[src/rtl/hazard_stall_ctrl.sv]
// Pipeline sequencer for the 5-stage core: load-use interlock, taken-branch flush,
// data-memory wait stall with timeout, plus saturating stall/flush counters.
module hazard_stall_ctrl #(
  parameter int unsigned MEM_TIMEOUT = 255,
  parameter int unsigned CNT_W       = 16
) (
  input  logic             clk,
  input  logic             rst,
  input  logic [4:0]       i_id_rs1,
  input  logic [4:0]       i_id_rs2,
  input  logic             i_id_use_rs1,
  input  logic             i_id_use_rs2,
  input  logic [4:0]       i_ex_wreg,
  input  logic             i_ex_regwrite,
  input  logic             i_ex_is_load,
  input  logic             i_br_taken,
  input  logic             i_mem_req,
  input  logic             i_mem_ready,
  output logic             o_if_keep,
  output logic             o_id_keep,
  output logic             o_ex_keep,
  output logic             o_id_nop,
  output logic             o_ex_nop,
  output logic             o_wb_nop,
  output logic             o_pc_sel_br,
  output logic             o_err,
  output logic [CNT_W-1:0] o_stall_cnt,
  output logic [CNT_W-1:0] o_flush_cnt
);

  typedef enum logic [1:0] {
    S_RUN      = 2'd0,
    S_MEM_WAIT = 2'd1,
    S_ERR      = 2'd2
  } state_t;

  localparam logic [CNT_W-1:0] CNT_MAX = '1;
  localparam logic [CNT_W-1:0] CNT_ONE = CNT_W'(1);
  localparam logic [CNT_W-1:0] TIMEOUT = CNT_W'(MEM_TIMEOUT);
  localparam bit               TO_EN   = (MEM_TIMEOUT != 0);

  state_t           r_state;
  logic [CNT_W-1:0] r_wait_cnt;
  logic [CNT_W-1:0] r_stall_cnt;
  logic [CNT_W-1:0] r_flush_cnt;

  logic w_mem_stall;
  logic w_lu_hz;
  logic w_timeout;
  logic w_if_keep, w_id_keep, w_ex_keep;
  logic w_id_nop, w_ex_nop, w_wb_nop;
  logic w_pc_sel_br, w_err;
  logic w_any_keep;

  assign w_mem_stall = i_mem_req & ~i_mem_ready;

  // x0 is never a real dependency, so a load targeting it cannot interlock
  assign w_lu_hz = i_ex_is_load & i_ex_regwrite & (i_ex_wreg != 5'd0) &
                   ((i_id_use_rs1 & (i_id_rs1 == i_ex_wreg)) |
                    (i_id_use_rs2 & (i_id_rs2 == i_ex_wreg)));

  assign w_timeout = TO_EN && (r_state == S_MEM_WAIT) && w_mem_stall &&
                     (r_wait_cnt == TIMEOUT);

  // Zero-cycle control response; reset forces the bubble pattern
  always_comb begin
    w_if_keep   = 1'b0;
    w_id_keep   = 1'b0;
    w_ex_keep   = 1'b0;
    w_id_nop    = 1'b0;
    w_ex_nop    = 1'b0;
    w_wb_nop    = 1'b0;
    w_pc_sel_br = 1'b0;
    w_err       = 1'b0;
    if (!rst) begin
      w_id_nop = 1'b1;
      w_ex_nop = 1'b1;
      w_wb_nop = 1'b1;
    end else if (r_state == S_ERR) begin
      w_if_keep = 1'b1;
      w_id_keep = 1'b1;
      w_ex_keep = 1'b1;
      w_wb_nop  = 1'b1;
      w_err     = 1'b1;
    end else if (w_mem_stall) begin
      w_if_keep = 1'b1;
      w_id_keep = 1'b1;
      w_ex_keep = 1'b1;
      w_wb_nop  = 1'b1;
      w_err     = w_timeout;
    end else if (i_br_taken) begin
      w_pc_sel_br = 1'b1;
      w_id_nop    = 1'b1;
      w_ex_nop    = 1'b1;
    end else if (w_lu_hz) begin
      w_if_keep = 1'b1;
      w_id_keep = 1'b1;
      w_ex_nop  = 1'b1;
    end
  end

  assign w_any_keep = w_if_keep | w_id_keep | w_ex_keep;

  // State, wait timer and saturating perf counters
  always_ff @(posedge clk or negedge rst) begin
    if (!rst) begin
      r_state     <= S_RUN;
      r_wait_cnt  <= '0;
      r_stall_cnt <= '0;
      r_flush_cnt <= '0;
    end else begin
      if (w_any_keep && (r_stall_cnt != CNT_MAX)) r_stall_cnt <= r_stall_cnt + CNT_ONE;
      if (w_pc_sel_br && (r_flush_cnt != CNT_MAX)) r_flush_cnt <= r_flush_cnt + CNT_ONE;
      case (r_state)
        S_RUN: begin
          if (w_mem_stall) begin
            r_state    <= S_MEM_WAIT;
            r_wait_cnt <= CNT_ONE;
          end
        end
        S_MEM_WAIT: begin
          if (!w_mem_stall) begin
            r_state    <= S_RUN;
            r_wait_cnt <= '0;
          end else if (w_timeout) begin
            r_state <= S_ERR;
          end else if (r_wait_cnt != CNT_MAX) begin
            r_wait_cnt <= r_wait_cnt + CNT_ONE;
          end
        end
        S_ERR: begin
          r_state <= S_ERR;
        end
        default: begin
          r_state    <= S_RUN;
          r_wait_cnt <= '0;
        end
      endcase
    end
  end

  assign o_if_keep   = w_if_keep;
  assign o_id_keep   = w_id_keep;
  assign o_ex_keep   = w_ex_keep;
  assign o_id_nop    = w_id_nop;
  assign o_ex_nop    = w_ex_nop;
  assign o_wb_nop    = w_wb_nop;
  assign o_pc_sel_br = w_pc_sel_br;
  assign o_err       = w_err;
  assign o_stall_cnt = r_stall_cnt;
  assign o_flush_cnt = r_flush_cnt;

endmodule

[config.mk]
export PLATFORM = sky130hd
export DESIGN_NAME = hazard_stall_ctrl
export DESIGN_NICKNAME = d
export VERILOG_FILES = /design/src/rtl/hazard_stall_ctrl.sv
export SDC_FILE = /design/constraint.sdc
export NUM_CORES = 1
export LEC_CHECK = 0
export CORE_ASPECT_RATIO = 1.1
export CORE_MARGIN = 8
export CORE_UTILIZATION = 45
export DETAILED_ROUTE_END_ITERATION = 8
export HOLD_SLACK_MARGIN = 0.02
export PLACE_DENSITY = 0.75
export SETUP_SLACK_MARGIN = 0.4
export SLEW_MARGIN = 10
export SYNTH_ARGS = -nofsm -noshare
export SYNTH_HDL_FRONTEND = slang
export SYNTH_SLANG_ARGS = --single-unit
[constraint.sdc]
create_clock -name clk -period 2.3 [get_ports clk]
set_clock_uncertainty 0.05 [all_clocks]
set_input_delay 0.46 -clock clk [delete_from_list [all_inputs] [get_ports clk]]
set_output_delay 0.46 -clock clk [all_outputs]
set_load 0.02 [all_outputs]
==> flow_summary.toml, run 1 <==
[run_status]
status = "finished with violations"
violations = "setup timing"

[floorplanning]
die-area_sq_um = 8710
core_sq_um = 5770
die_h_microns = 97.1
ioPinCount = 64
initial_core_util = 0.466
placementRows = 29
die_w_microns = 89.7

[setup_path]
crit_buf_inv = 1
r2r_slack_ns = 0.01
cp_slowest_stage_delay_ns = 0.41
path_cells = "nor4_2, nand2_1, o31ai_4, and2_4, buf_6"
critical-path-top-delay-family = "simple AND/OR/NAND/NOR gates"
critical-path-slowest-cell = "dfrtp_1"
crit_arrival_ns = 1.85
critPathLaunchType = "flop"
critical_path_required_ns = 1.79
cp-end-kind = "primary output"
crit_type = "flop to primary output"
path_max_fanout = 2
crit-reg2reg-launch = "r_wait_cnt[1]"
r2r-end = "r_wait_cnt[15]"
r2r_cells = 11

[cts]
clk_latency_ns = 0.30
clkSlewWorstSetupHoldPaths_ns = 0.09
cts-root-buf = "clkbuf_8"
cts.path.max_buffers = 2
htree_levels = 2
postCtsHoldBufs = 0
cts.sinks = 50
cts_tree = "done"
cts_buffers = 5

[drt]
ant_nets = 0
drt_wl_total_microns = 7990
post_drt_wl_per_cell_microns = 16.9
drt_iter0_markers = 172
viasPerCell = 5.42
route.detailed.drc = 0
vias = 2564
drt_pass1_iterations = 4

[synthesis]
synthTopCellsByCount = "dfrtp_1 (50), nand2_1 (35), xnor2_1 (27), xor2_1 (22), nor2_1 (21)"
ys_seq_elements = 50
async_reset_ff_frac = 1.00
synth.distinct_cells = 39
syn_nets = 306
synth-edff-count = 0
synth.most_common_cell = "dfrtp_1"
synth_top_area_cell = "dfrtp_1"
ys_seq_area_frac = 0.465
netlist_top_cells_area = "dfrtp_1 (47%), xnor2_1 (8.8%), xor2_1 (7.2%)"
ys_warn_count = 0
synthFlopType = "dfrtp_1"
synth_top_area_frac = 0.465
syn_avg_cell_area_sq_um = 9.64
synth_area_sq_um = 2690
synth_cells = 279

[flow_run]
cap_viol_max_count = 0

[cells_and_area]
seqCellArea_sq_um = 1260
drive_gt1_frac = 0.361
area_delta_synth_final_pct = 58.4
diodes = 0
fin_util = 0.738
nets = 422
num-fill-cells = 394
multiInputGateArea_sq_um = 1760

[global_routing]
grt_pass1_vias = 2548
globalRouteTotalUtil = 0.174
antenna_found_initial = 0
grt_start_max_net_pins = 32
overflow = 0
grt_pass1_wl_microns = 12600

[sta]
rsz0062_at_grt = "yes"
setup_violations = 1
hold_viol = 0
timing.slew.headroom = 0.468
min_period_ns = 2.36
setup_slack_ns = -0.0636
hold_slack_ns = 0.146
period_share = 1.03
tightestPinTransition_ns = 0.792
fmax_mhz = 423
drv_slew = 0

[power]
ir_drop_mv = 0.393
p_per_area_nw_per_um2 = 551
p_leak_nw = 2.00

[placement]
place.detailed.hpwl_microns = 5140
place_ws_ns = -0.626
routabilityCongestion = 0.798
portBuffers = 63

[worst_hold_path]
hold_path_class = "input pin to async pin"
-- placed cells by master, fill, tap and decap left out, types with 11 or more instances in the layout --
| cell type | instances |
|---|---|
| buf_4 | 49 |
| dfrtp_1 | 45 |
| nand2_1 | 30 |
| xnor2_1 | 23 |
| xor2_1 | 22 |
| clkdlybuf4s50_1 | 21 |
| nand4_1 | 16 |
| dlygate4sd2_1 | 15 |
| nor2_1 | 14 |
| nand3_1 | 12 |
| buf_6 | 12 |
| dlymetal6s2s_1 | 11 |
-- stage by stage --
step	power [mW]	cell area, sq um	cells	TNS (ns)
after global routing	2.47	4260	473	-0.368
final	2.35	4260	473	-0.0636
after global placement	1.79	3710	451	-9.10
after CTS	2.33	4020	467	-0.0427
after floorplan	1.44	2740	279	0
after detailed placement	1.81	3710	451	-9.84
-- logic make-up (layout without fill, tap and decap cells) --
logic type	after synthesis	after routing	synth area share
AOI/OAI and AO/OA	33	34	0.0828
xor gates and xnor gates	49	49	0.160
adders and majority gates	3	3	0.0140
buffers and inverters	13	129	0.0209
DFF	50	50	0.465
muxes	2	2	0.00838
and+or+nand+nor	129	129	0.249
-- what timing repair did --
item	CTS	global route
pin swaps	42	24
gates cloned	1	0
buffers inserted	7	6
gates resized for setup	115	52
endpoints found under the setup margin	61	67
-- registers in the layout, indices dropped and copies added, names as in the netlist --
register	cells
r_state	2
r_wait_cnt	16
o_flush_cnt	16
o_stall_cnt	16
-- metal layers --
layer | track usage | routed length (microns) | vias up
met1 | 0.228 | 3480 | 1256
met4 | 0.0469 | 122 | 0
met5 | 0 | 0 | -
met3 | 0.0402 | 424 | 9
li1 | - | - | 1214
met2 | 0.280 | 3960 | 85
-- area by class of cell --
type                       instances  share of cell area
clock inverter                     1             0.00118
tap                               77              0.0226
clock buffer                       7              0.0203
timing repair buffer             116               0.244
sequential                        50               0.295
multi-input combinational        217               0.412
inverter                           5             0.00441
-- power breakdown --
| part | leakage, nW | total, mW | switching, mW | internal (mW) |
|---|---|---|---|---|
| clock network | 0.0482 | 0.525 | 0.282 | 0.243 |
| registers | 0.644 | 1.11 | 0.125 | 0.982 |
| logic | 1.31 | 0.715 | 0.369 | 0.346 |
-- worst max-delay path by stage --
stage / startpoint / to / slack, ns / depth (start not counted)
after global routing: r_wait_cnt[8] / o_err / -0.14 / 5
final: r_wait_cnt[9] / o_err / -0.06 / 5
after detailed placement: i_ex_wreg[0] / o_ex_nop / -0.63 / 5
after global placement: i_ex_wreg[0] / o_ex_nop / -0.59 / 5
after CTS: r_wait_cnt[1] / o_err / -0.04 / 6
after floorplan: i_ex_wreg[0] / o_if_keep / 0.07 / 6
No activity file was read; power rests on OpenSTA's default activity.
==> run 2: changes to the inputs <==
- CORE_MARGIN: 8 -> default
==> run 2 against run 1 <==
Net effect:
- the run still ends with setup timing left
- fmax up 1.2%
- combinational power up 8.1%
- cell area up 8.3%
- first-iteration DRC count down 31%
- worst setup slack better by 0.028 ns
- sequential power about the same
- non-clock buffer count up 14
- largest cell class unchanged
- hold slack worse by 0.0010 ns
- clock power up 18%
- critical path type unchanged
==> flow_summary.toml, run 2 (synthesis results as in run 1) <==
[sta]
finalSetupTns_ns = -0.0358
period_share = 1.02
hold_viol = 0
drv_slew = 0
min_period_ns = 2.34
tightestPinTransition_ns = 0.425
rsz0062_at_grt = "yes"
fmax_mhz = 428
setup_violations = 1
setup_slack_ns = -0.0358
timing.slew.headroom = 0.716

[setup_path]
critical-path-top-delay-family = "simple AND/OR/NAND/NOR gates"
path_cells = "ha_2, nand4_1, or3_4, o31ai_4, and2_4, buf_6"
crit_buf_inv = 1
crit-reg2reg-launch = "r_wait_cnt[0]"
critical-path-slowest-cell = "or3_4"
path_max_fanout = 2
r2r_slack_ns = 0.15
r2r_cells = 11
cp-end-kind = "primary output"
critical_path_required_ns = 1.79
r2r-end = "r_wait_cnt[3]"
crit_arrival_ns = 1.83
critPathLaunchType = "flop"
cp_slowest_stage_delay_ns = 0.38
crit_type = "flop to primary output"

[drt]
route.detailed.drc = 0
drt_iter0_markers = 119
drt_wl_total_microns = 9050
drt_pass1_iterations = 4
vias = 2772
post_drt_wl_per_cell_microns = 18.5
ant_nets = 0
viasPerCell = 5.67

[power]
p_leak_nw = 2.22
p_per_area_nw_per_um2 = 546
ir_drop_mv = 0.489

[placement]
place.detailed.hpwl_microns = 4830
portBuffers = 63
routabilityCongestion = 0.813
dpl_cell_area_sq_um = 3720
place_ws_ns = -0.597
dp_cells = 452

[cts]
cts.path.max_buffers = 2
cts.sinks = 50
clk_latency_ns = 0.31
cts-root-buf = "clkbuf_8"
cts_tree = "done"
postCtsHoldBufs = 0
cts_buffers = 5
clkSlewWorstSetupHoldPaths_ns = 0.09
htree_levels = 2

[floorplanning]
die-area_sq_um = 6290
die_w_microns = 75.7
ioPinCount = 64
initial_core_util = 0.466
placementRows = 29
core_sq_um = 5770
die_h_microns = 83.1

[flow_run]
cap_viol_max_count = 0

[run_status]
violations = "setup timing"
status = "finished with violations"

[cells_and_area]
fin_util = 0.800
area_delta_synth_final_pct = 71.6
layout_commonest_cell = "buf_4"
final_cells = 489
nets = 438
final_cell_mix = "buf_4 (53), dfrtp_1 (47), nand2_1 (30)"
drive_gt1_frac = 0.403
diodes = 0
stdcell_area_sq_um = 4610

[global_routing]
globalRouteTotalUtil = 0.246
grt_pass1_wl_microns = 11900
antenna_found_initial = 0
grt_start_max_net_pins = 34
grt_pass1_vias = 2619
overflow = 0

[worst_hold_path]
hold_path_class = "input pin to async pin"
## run 2: changes by cell type in the layout (fill, tap and decap cells not counted), sizes merged
cell	change
buf	+16
clkdlybuf4s50	-2
a2bb2oi	+1
a31o	+1
bufinv	+1
clkbuf	-1
clkinv	-1
dlymetal6s2s	+1
## run 2: worst max path at each step
| stage | to | slack (ns) | depth (start not counted) | startpoint |
|---|---|---|---|---|
| finish | o_err | -0.04 | 6 | r_wait_cnt[0] |
| floorplan | o_if_keep | 0.07 | 6 | i_ex_wreg[0] |
| detailed placement | o_ex_nop | -0.60 | 5 | i_ex_wreg[0] |
| CTS | o_err | -0.03 | 6 | r_wait_cnt[0] |
| global route | o_err | -0.11 | 6 | r_wait_cnt[0] |
| global placement | o_if_keep | -0.58 | 9 | i_ex_wreg[1] |
## run 2: area by class of cell
| cell class | count | area, sq um |
|---|---|---|
| clock buffer | 7 | 76.3 |
| clock inverter | 1 | 30.0 |
| fill | 316 | 1160 |
| inverter | 5 | 18.8 |
| multi-input combinational | 219 | 1930 |
| sequential | 50 | 1250 |
| tap | 77 | 96.3 |
| timing repair buffer | 130 | 1210 |
## run 2: metal layers
metal,global-route usage,part of all wire,up-vias,wire length (microns)
met5,0,0,-,0
met4,0.0825,0.033,0,297
met3,0.0522,0.057,26,518
met2,0.414,0.53,120,4800
met1,0.307,0.38,1362,3440
li1,-,-,1264,-
## run 2: metrics by stage
| step | total power [mW] | hold WS (ns) |
|---|---|---|
| 3_3_place_gp | 1.78 | 0.427 |
| 6_report | 2.52 | 0.145 |
| 2_1_floorplan | 1.44 | 0.114 |
| 3_5_place_dp | 1.80 | 0.439 |
| 4_1_cts | 2.44 | 0.137 |
| 5_1_grt | 2.63 | 0.146 |
## run 2: worst reg2reg max path, cell delays in order, from the launching register on
cell	delay (ns)
dfrtp_1	0.36
ha_2	0.18
nand4_1	0.12
buf_4	0.17
buf_6	0.11
buf_6	0.10
buf_6	0.11
nor3_4	0.27
a2bb2oi_4	0.15
o21bai_4	0.25
o21ai_1	0.10
o31ai_1	0.08
## run 2: timing repair
action	in CTS	in global routing
buffers inserted	12	13
pin swaps	31	60
resized for setup	132	79
cloned	3	1
endpoints found under the setup margin	60	61
## run 2: report_power, final
part	internal (mW)	switching [mW]
Combinational	0.374	0.399
Sequential	0.979	0.146
Clock	0.326	0.295
Total	1.68	0.840
